## src/rtl/usr_pkg.sv

```systemverilog
// Shared types for the universal shift register: operation modes and burst FSM states.
package usr_pkg;

  // Low two bits keep the legacy S1,S0 meaning (HOLD/SHR/SHL/LOAD).
  typedef enum logic [2:0] {
    HOLD  = 3'b000,
    SHR   = 3'b001,
    SHL   = 3'b010,
    LOAD  = 3'b011,
    ROTR  = 3'b100,
    ROTL  = 3'b101,
    ASHR  = 3'b110,
    CLEAR = 3'b111
  } usr_mode_e;

  typedef enum logic [1:0] {
    IDLE = 2'b00,
    RUN  = 2'b01,
    DONE = 2'b10
  } usr_state_e;

endpackage

```

## src/rtl/usr_next_value.sv

```systemverilog
// Combinational next-value generator: one operation of the selected mode applied to q.
// Shared by the single-step path and the burst path.
module usr_next_value
  import usr_pkg::*;
#(
  parameter int WIDTH = 8
) (
  input  logic [WIDTH-1:0] q,
  input  usr_mode_e        mode,
  input  logic             si_r,
  input  logic             si_l,
  input  logic [WIDTH-1:0] pin,
  output logic [WIDTH-1:0] nxt
);

  // Upper WIDTH-1 bits moved one place down; SHR, ROTR and ASHR differ only in the new MSB.
  logic [WIDTH-2:0] down;

  genvar gi;
  generate
    for (gi = 0; gi < WIDTH - 1; gi++) begin : g_down
      assign down[gi] = q[gi+1];
    end
  endgenerate

  // Select the operation result for the requested mode.
  always_comb begin
    nxt = q;
    unique case (mode)
      HOLD:    nxt = q;
      SHR:     nxt = {si_r, down};
      SHL:     nxt = {q[WIDTH-2:0], si_l};
      LOAD:    nxt = pin;
      ROTR:    nxt = {q[0], down};
      ROTL:    nxt = {q[WIDTH-2:0], q[WIDTH-1]};
      ASHR:    nxt = {q[WIDTH-1], down};
      CLEAR:   nxt = '0;
      default: nxt = q;
    endcase
  end

endmodule

```

## src/rtl/uni_shiftregister_n.sv

```systemverilog
// WIDTH-bit universal shift register with single-step operation and a burst engine
// that repeats one latched operation for a programmed number of cycles.
module uni_shiftregister_n
  import usr_pkg::*;
#(
  parameter int WIDTH = 8,
  parameter int AW    = $clog2(WIDTH) + 1
) (
  input  logic             CLK,
  input  logic             RES,
  input  logic             en,
  input  logic [2:0]       mode,
  input  logic             si_r,
  input  logic             si_l,
  input  logic [WIDTH-1:0] pin,
  input  logic             start,
  input  logic [AW-1:0]    amt,
  input  logic             abort,
  output logic [WIDTH-1:0] q,
  output logic             so_r,
  output logic             so_l,
  output logic             busy,
  output logic             done
);

  localparam logic [AW-1:0] MAX_AMT = AW'(WIDTH);

  usr_state_e       state_reg, state_next;
  usr_mode_e        bmode_reg, bmode_next;
  logic [AW-1:0]    cnt_reg, cnt_next;
  logic [WIDTH-1:0] q_reg, q_next;

  usr_mode_e        op_mode;
  logic [WIDTH-1:0] step_value;
  logic [AW-1:0]    amt_clamped;

  // Bursts longer than the register width are pointless, so they saturate at WIDTH.
  assign amt_clamped = (amt > MAX_AMT) ? MAX_AMT : amt;

  // While a burst runs the latched mode drives the datapath; live mode is ignored.
  assign op_mode = (state_reg == RUN) ? bmode_reg : usr_mode_e'(mode);

  usr_next_value #(
    .WIDTH (WIDTH)
  ) u_next (
    .q    (q_reg),
    .mode (op_mode),
    .si_r (si_r),
    .si_l (si_l),
    .pin  (pin),
    .nxt  (step_value)
  );

  // State, burst count, latched mode and data register.
  always_ff @(posedge CLK or negedge RES) begin
    if (!RES) begin
      state_reg <= IDLE;
      bmode_reg <= HOLD;
      cnt_reg   <= '0;
      q_reg     <= '0;
    end else begin
      state_reg <= state_next;
      bmode_reg <= bmode_next;
      cnt_reg   <= cnt_next;
      q_reg     <= q_next;
    end
  end

  // Next-state logic: start beats en in IDLE, abort beats the op in RUN, DONE lasts one cycle.
  always_comb begin
    state_next = state_reg;
    bmode_next = bmode_reg;
    cnt_next   = cnt_reg;
    q_next     = q_reg;
    unique case (state_reg)
      IDLE: begin
        if (start) begin
          if (amt_clamped != '0) begin
            bmode_next = usr_mode_e'(mode);
            cnt_next   = amt_clamped;
            state_next = RUN;
          end else begin
            state_next = DONE;
          end
        end else if (en) begin
          q_next = step_value;
        end
      end
      RUN: begin
        if (abort) begin
          cnt_next   = '0;
          state_next = IDLE;
        end else begin
          q_next   = step_value;
          cnt_next = cnt_reg - 1'b1;
          if (cnt_reg == AW'(1)) begin
            state_next = DONE;
          end
        end
      end
      DONE: begin
        state_next = IDLE;
      end
      default: begin
        state_next = IDLE;
      end
    endcase
  end

  assign q    = q_reg;
  assign so_r = q_reg[0];
  assign so_l = q_reg[WIDTH-1];
  assign busy = (state_reg != IDLE);
  assign done = (state_reg == DONE);

endmodule

```

## config.mk

```make
export PLATFORM = sky130hd
export DESIGN_NAME = uni_shiftregister_n
export DESIGN_NICKNAME = d
export VERILOG_FILES = /design/src/rtl/usr_pkg.sv /design/src/rtl/usr_next_value.sv /design/src/rtl/uni_shiftregister_n.sv
export SDC_FILE = /design/constraint.sdc
export NUM_CORES = 1
export LEC_CHECK = 0
export ABC_AREA = 0
export CAP_MARGIN = 20
export CORE_UTILIZATION = 39
export CTS_CLUSTER_DIAMETER = 50
export CTS_CLUSTER_SIZE = 20
export DETAILED_ROUTE_END_ITERATION = 8
export PLACE_DENSITY_LB_ADDON = 0.05
export SYNTH_ARGS = -nofsm -noshare
export SYNTH_HDL_FRONTEND = slang
export SYNTH_SLANG_ARGS = --single-unit
```

## constraint.sdc

```tcl
create_clock -name CLK -period 5.1 [get_ports CLK]
set_input_delay 1.02 -clock CLK [delete_from_list [all_inputs] [get_ports CLK]]
set_output_delay 1.02 -clock CLK [all_outputs]
set_load 0.02 [all_outputs]
```

# --- After elaboration in Yosys (flattened, before gate mapping) ---
# Cells that the tools add are included.
op_classes:
  add_sub_neg: 1
  magnitude_cmp: 1
  n_eq_ne: 16
  n_mux: 16
  reduce_logical: 9
ops:
  columns: ["cell", "count"]
  rows:
  - ["$pmux W8 S8", 1]
  - ["$mux W8", 3]
  - ["$mux W4", 4]
  - ["$pmux W8 S2", 1]
  - ["$eq A3 B3 Y1 const B", 4]
  - ["$ne A2 B2 Y1 const B", 5]
  - ["$mux W2", 4]
  - ["$pmux W4 S2", 1]
  - ["$eq A3 B2 Y1 const B", 2]
  - ["$reduce_and A3 Y1", 2]
  - ["$eq A4 B1 Y1 const B", 1]
  - ["$gt A4 B4 Y1 const B", 1]
  - ["$pmux W2 S2", 1]
  - ["$reduce_and A4 Y1", 1]
  - ["$reduce_bool A2 Y1", 2]
  - ["$reduce_bool A4 Y1", 1]
  - ["$sub A4 B1 Y4 const B", 1]
  - ["$eq A3 B1 Y1 const B", 1]
  - ["$logic_not A3 Y1", 1]
  - ["$mux W3", 1]
  - ["$ne A3 B2 Y1 const B", 1]
  - ["$eq A2 B1 Y1 const B", 1]
  - ["$eq A2 B2 Y1 const B", 1]
  - ["$logic_not A2 Y1", 1]
  - ["$reduce_and A2 Y1", 1]
totals:
  register_bits: 17
  in_bits: 22
  output_inout_bits: 12
  word_cells: 47

# --- Depth between registers and ports, before layout ---
depth:
  word_depth: 7
  depth_mapped: 7
  mapped_depth_nobuf: 5

# --- Hierarchy ---
# From an unflattened synthesis, not the netlist that was laid out.
hier_totals:
  cells_unflattened: 143
  area_unflattened_um2: 1380.1
by_module_without_submodules:
  columns: ["module", "instances", "cells_per_inst", "area_each_um2", "seq_area_each_um2"]
  rows:
  - ["uni_shiftregister_n", 1, 75, 897.1, 425.4]
  - ["usr_next_value", 1, 68, 483.0, 0.0]

# --- Least setup slack after synthesis ---
# OpenSTA, ideal clock, no wires.
synth_path:
  path_kind: "input port to flip-flop"
  startpoint: "input port amt[0]"
  endpoint: "register cnt_reg[3]"
  setup_ps: 123
  arrival_time_ps: 2110
  t_required_ps: 4977
  path_slack_ps: 2867
  path_stages: 5
  n_path_buf: 0
  path_cell_list: "or4_1 > a21oi_1 > nor2_1 > a32oi_1 > nand2_1"
synth_between:
  elab_chain_len: 5
  elab_cells_between_ends: 8
  classes_between: "order compare: 1; eq/ne: 1; mux: 4; reduce/logical: 2"
synth_lines:
  columns: ["element", "line_no", "rtl"]
  rows:
  - ["from (decl)", "uni_shiftregister_n.sv:17", "input logic [AW-1:0] amt,"]
  - ["$gt A4 B4 Y1", "uni_shiftregister_n.sv:38", "assign amt_clamped = (amt > MAX_AMT) ? MAX_AMT : amt;"]
  - ["$mux W4 *", "uni_shiftregister_n.sv:38", null]
  - ["$reduce_bool A4 Y1 / $mux W4 (equally long branches)", "uni_shiftregister_n.sv:78", "if (amt_clamped != '0) begin"]
  - ["$ne A2 B2 Y1 (no line) / $mux W4 (equally long branches)", null, null]
  - ["$reduce_and A3 Y1 (no line) / $pmux W4 S2 (equally long branches)", null, null]
  - ["to (signal assigned)", "uni_shiftregister_n.sv:64", "cnt_reg <= cnt_next;"]
  - ["to (decl)", "uni_shiftregister_n.sv:30", "logic [AW-1:0] cnt_reg, cnt_next;"]
# Every way passes the cells marked *; elsewhere a longest branch is shown, timed or not. The select of a mux whose other input is x is not followed.
# A chain may end at the register's enable or synchronous reset.

# --- Final worst setup path ---
layout_path:
  startpoint: "register state_reg[1]"
  endpoint: "output port busy"
layout_between:
  elab_chain_len: 1
layout_lines:
  columns: ["element", "line_no", "rtl"]
  rows:
  - ["from (decl)", "uni_shiftregister_n.sv:28", "usr_state_e state_reg, state_next;"]
  - ["from (signal assigned)", "uni_shiftregister_n.sv:62", "state_reg <= state_next;"]
  - ["$reduce_bool A2 Y1", "uni_shiftregister_n.sv:113", "assign busy = (state_reg != IDLE);"]
  - ["to (decl)", "uni_shiftregister_n.sv:22", "output logic busy,"]
# Every way passes these cells.

==> run metrics <==
status=finished, violations left; failing checks=DRC; mux cell area share after synthesis=0.124; CP endpoint kind=output port; Setup crit start kind=flop; kind of critical path=reg2out; Final Hold Violating Endpoints=0; clock buffer depth=2; drt initial violations=78; RePlAce Congestion=0.808; total power=approximately 840 uW; placed cells=186; Synth Net Count=151; WL/cell=approximately 15 um; critical path cell sequence=or2_2 > clkdlybuf4s50_1; Core ar.=2830 um^2; WP buf/inv=1; Max VDD drop=0.000296 V; CP Launch Point=state_reg[1]$_DFFE_PN0P_; worst setup margin=approximately 2.4 ns; Mapped Cells=127; die extent in y=57.5 um; reg2reg path depth=5; dominant synthesized flop cell=dfrtp_1; drt pass-1 iters=6; post-synthesis compound-gate area fraction=0.234; R2R Setup Slk=3.05 ns; gr usage total=0.191; DIE WIDTH=57.5 um; CTS Root Cell=clkbuf_4; post-synthesis async set-or-reset flop share=1.00; Worst path max stage delay=0.55 ns; post-synthesis sequential area ratio=0.354; CP Depth=2; Ys Warns=0; CTS buffer count=3; # port buffers=33; worst path required time=4.08 ns; Synth Area in Simple Gates=0.213; largest net degree at the start of global routing=18; relative slew slack=0.474; CP max stage cell=clkdlybuf4s50_1; CTS Sinks=17; Worst-Skew Late Latency=between 0.2 and 0.3 ns; Lkg Pwr=0.000649 uW; Non-Filler Instances=190; Post-Syn Area=1200 um^2; synth unique cells=50; crit path to=busy; max cap viols=0; DR vias/cell=5.72; Slew Limit Fails=0; Post-CTS Setup Repair Bufs=0; Critical R2R Capture=q[0]$_DFFE_PN0P_; Setup WS pre-CTS=2.33 ns; CP arrival=1.66 ns; first-pass GRT wire length=4.82 mm; setup TNS=0 ns; max FFs per register=8; Post-synth EDFFs=0; area added between synthesis and finish=29.6%; Rows=19; die area=3310 um^2; Max Fanout on Critical Path=8; ant diodes=0; Power Density=538 nW/um^2; number of H-tree levels=1; share of cells above drive strength 1=0.138; fin crit share=0.526; post_cts resized=0; xor and xnor fraction of the mapped netlist area=0.00728; Final min period=2.68 ns; main combinational cell family by area after synthesis=compound AO/OA/AOI/OAI gates; Starting Density=0.425; clock-pin slew on the worst setup and hold paths=0.11 ns; Hold WC Path Type=reg2reg; fin nets=184; Congestion Overflow GR=0; synthesized-area fraction occupied by adder cells=0.0208; Worst path top cell family by delay=buffers and inverters; vias in the first global route=1,010; RSZ-0062 raised after global routing=false; antenna-violating nets left=0; CTS tree=done; DRC viols=4; Final Setup Violations=0; Yosys reg bits=17; clk_skew=0.00683 ns; initial antenna violation count=0; Final HPWL DP=between 2 and 2.5 mm; Post-Syn Area per Cell=9.47 um^2; final WL=~2.8 mm; worst-margin pin slew=0.787 ns; # hold bufs at CTS=0; Vias=around 1,100; Fmax=372 MHz; Critical R2R Launch=state_reg[1]$_DFFE_PN0P_; num ports=34
-- cells in the final DEF (no fill, tap or decap), types with 4 or more instances in the layout --
cell / n
a21oi_1: 7
a222oi_1: 5
dfrtp_1: 17
mux2_2: 4
clkdlybuf4s50_1: 33
mux2i_1: 4
nand2_1: 10
nor2_1: 13
inv_1: 4
o21ai_0: 9
-- cell usage after synthesis, types with 2 or more instances --
cell type | instances | share of area
nand2b_1 | 3 | 0.016
dfrtp_1 | 17 | 0.35
o21ai_0 | 9 | 0.037
mux2_4 | 2 | 0.025
buf_6 | 2 | 0.019
nand3b_1 | 3 | 0.019
a21oi_1 | 7 | 0.029
nor2_1 | 13 | 0.041
o21ai_1 | 3 | 0.012
buf_4 | 2 | 0.012
a222oi_1 | 5 | 0.042
nand2_1 | 10 | 0.031
and3_1 | 2 | 0.010
o22ai_1 | 2 | 0.010
ha_1 | 2 | 0.021
inv_1 | 4 | 0.012
mux2i_1 | 4 | 0.033
mux2_2 | 4 | 0.037
nor3b_1 | 2 | 0.012
-- kinds of logic after synthesis --
kind of cell | after synthesis
compound gates | 40
xor+xnor | 1
fa+ha+maj | 2
buf+inv | 9
flops | 17
mux | 12
simple gates | 46
-- worst min-delay path by stage --
stage,start,endpoint,depth (start not counted)
3_5_place_dp,q[5]$_DFFE_PN0P_,q[5]$_DFFE_PN0P_,2
6_report,q[2]$_DFFE_PN0P_,q[2]$_DFFE_PN0P_,2
5_1_grt,q[5]$_DFFE_PN0P_,q[5]$_DFFE_PN0P_,2
3_3_place_gp,q[5]$_DFFE_PN0P_,q[5]$_DFFE_PN0P_,2
2_1_floorplan,cnt_reg[3]$_DFFE_PN0P_,cnt_reg[3]$_DFFE_PN0P_,2
4_1_cts,q[5]$_DFFE_PN0P_,q[5]$_DFFE_PN0P_,2
-- stage by stage --
step           area, um^2  hold slack (ns)   util
2_1_floorplan        1200            0.510      -
3_3_place_gp         1530            0.525  0.541
3_5_place_dp         1530            0.527  0.541
4_1_cts              1560            0.553  0.551
5_1_grt              1560            0.565  0.551
6_report             1560            0.554  0.551
-- worst min-delay path: stages, from the launching register on --
cell and delay [ns]:
dfrtp_1 0.40, nand2_1 0.06, o21ai_0 0.06
-- layout make-up --
class / instances / area, um^2
well taps: 31 / 38.8
multi-input cells: 101 / 721
clock inverters: 1 / 5.00
fillers: 262 / 1270
inverters: 4 / 15.0
repair buffers: 33 / 330
clock buffers: 3 / 22.5
flip-flops and latches: 17 / 425
-- where the power goes --
| group | internal [uW] | switching, uW |
|---|---|---|
| Sequential | 193 | 76.7 |
| Combinational | 244 | 251 |
| Clock | 29.2 | 44.3 |
-- per-layer routing --
| metal | track usage | share of wire |
|---|---|---|
| met5 | 0 | 0 |
| met1 | 0.275 | 0.48 |
| met4 | 0.0314 | 0.0060 |
| met3 | 0.0499 | 0.059 |
| met2 | 0.294 | 0.45 |
No activity file was read; power rests on OpenSTA's default activity.
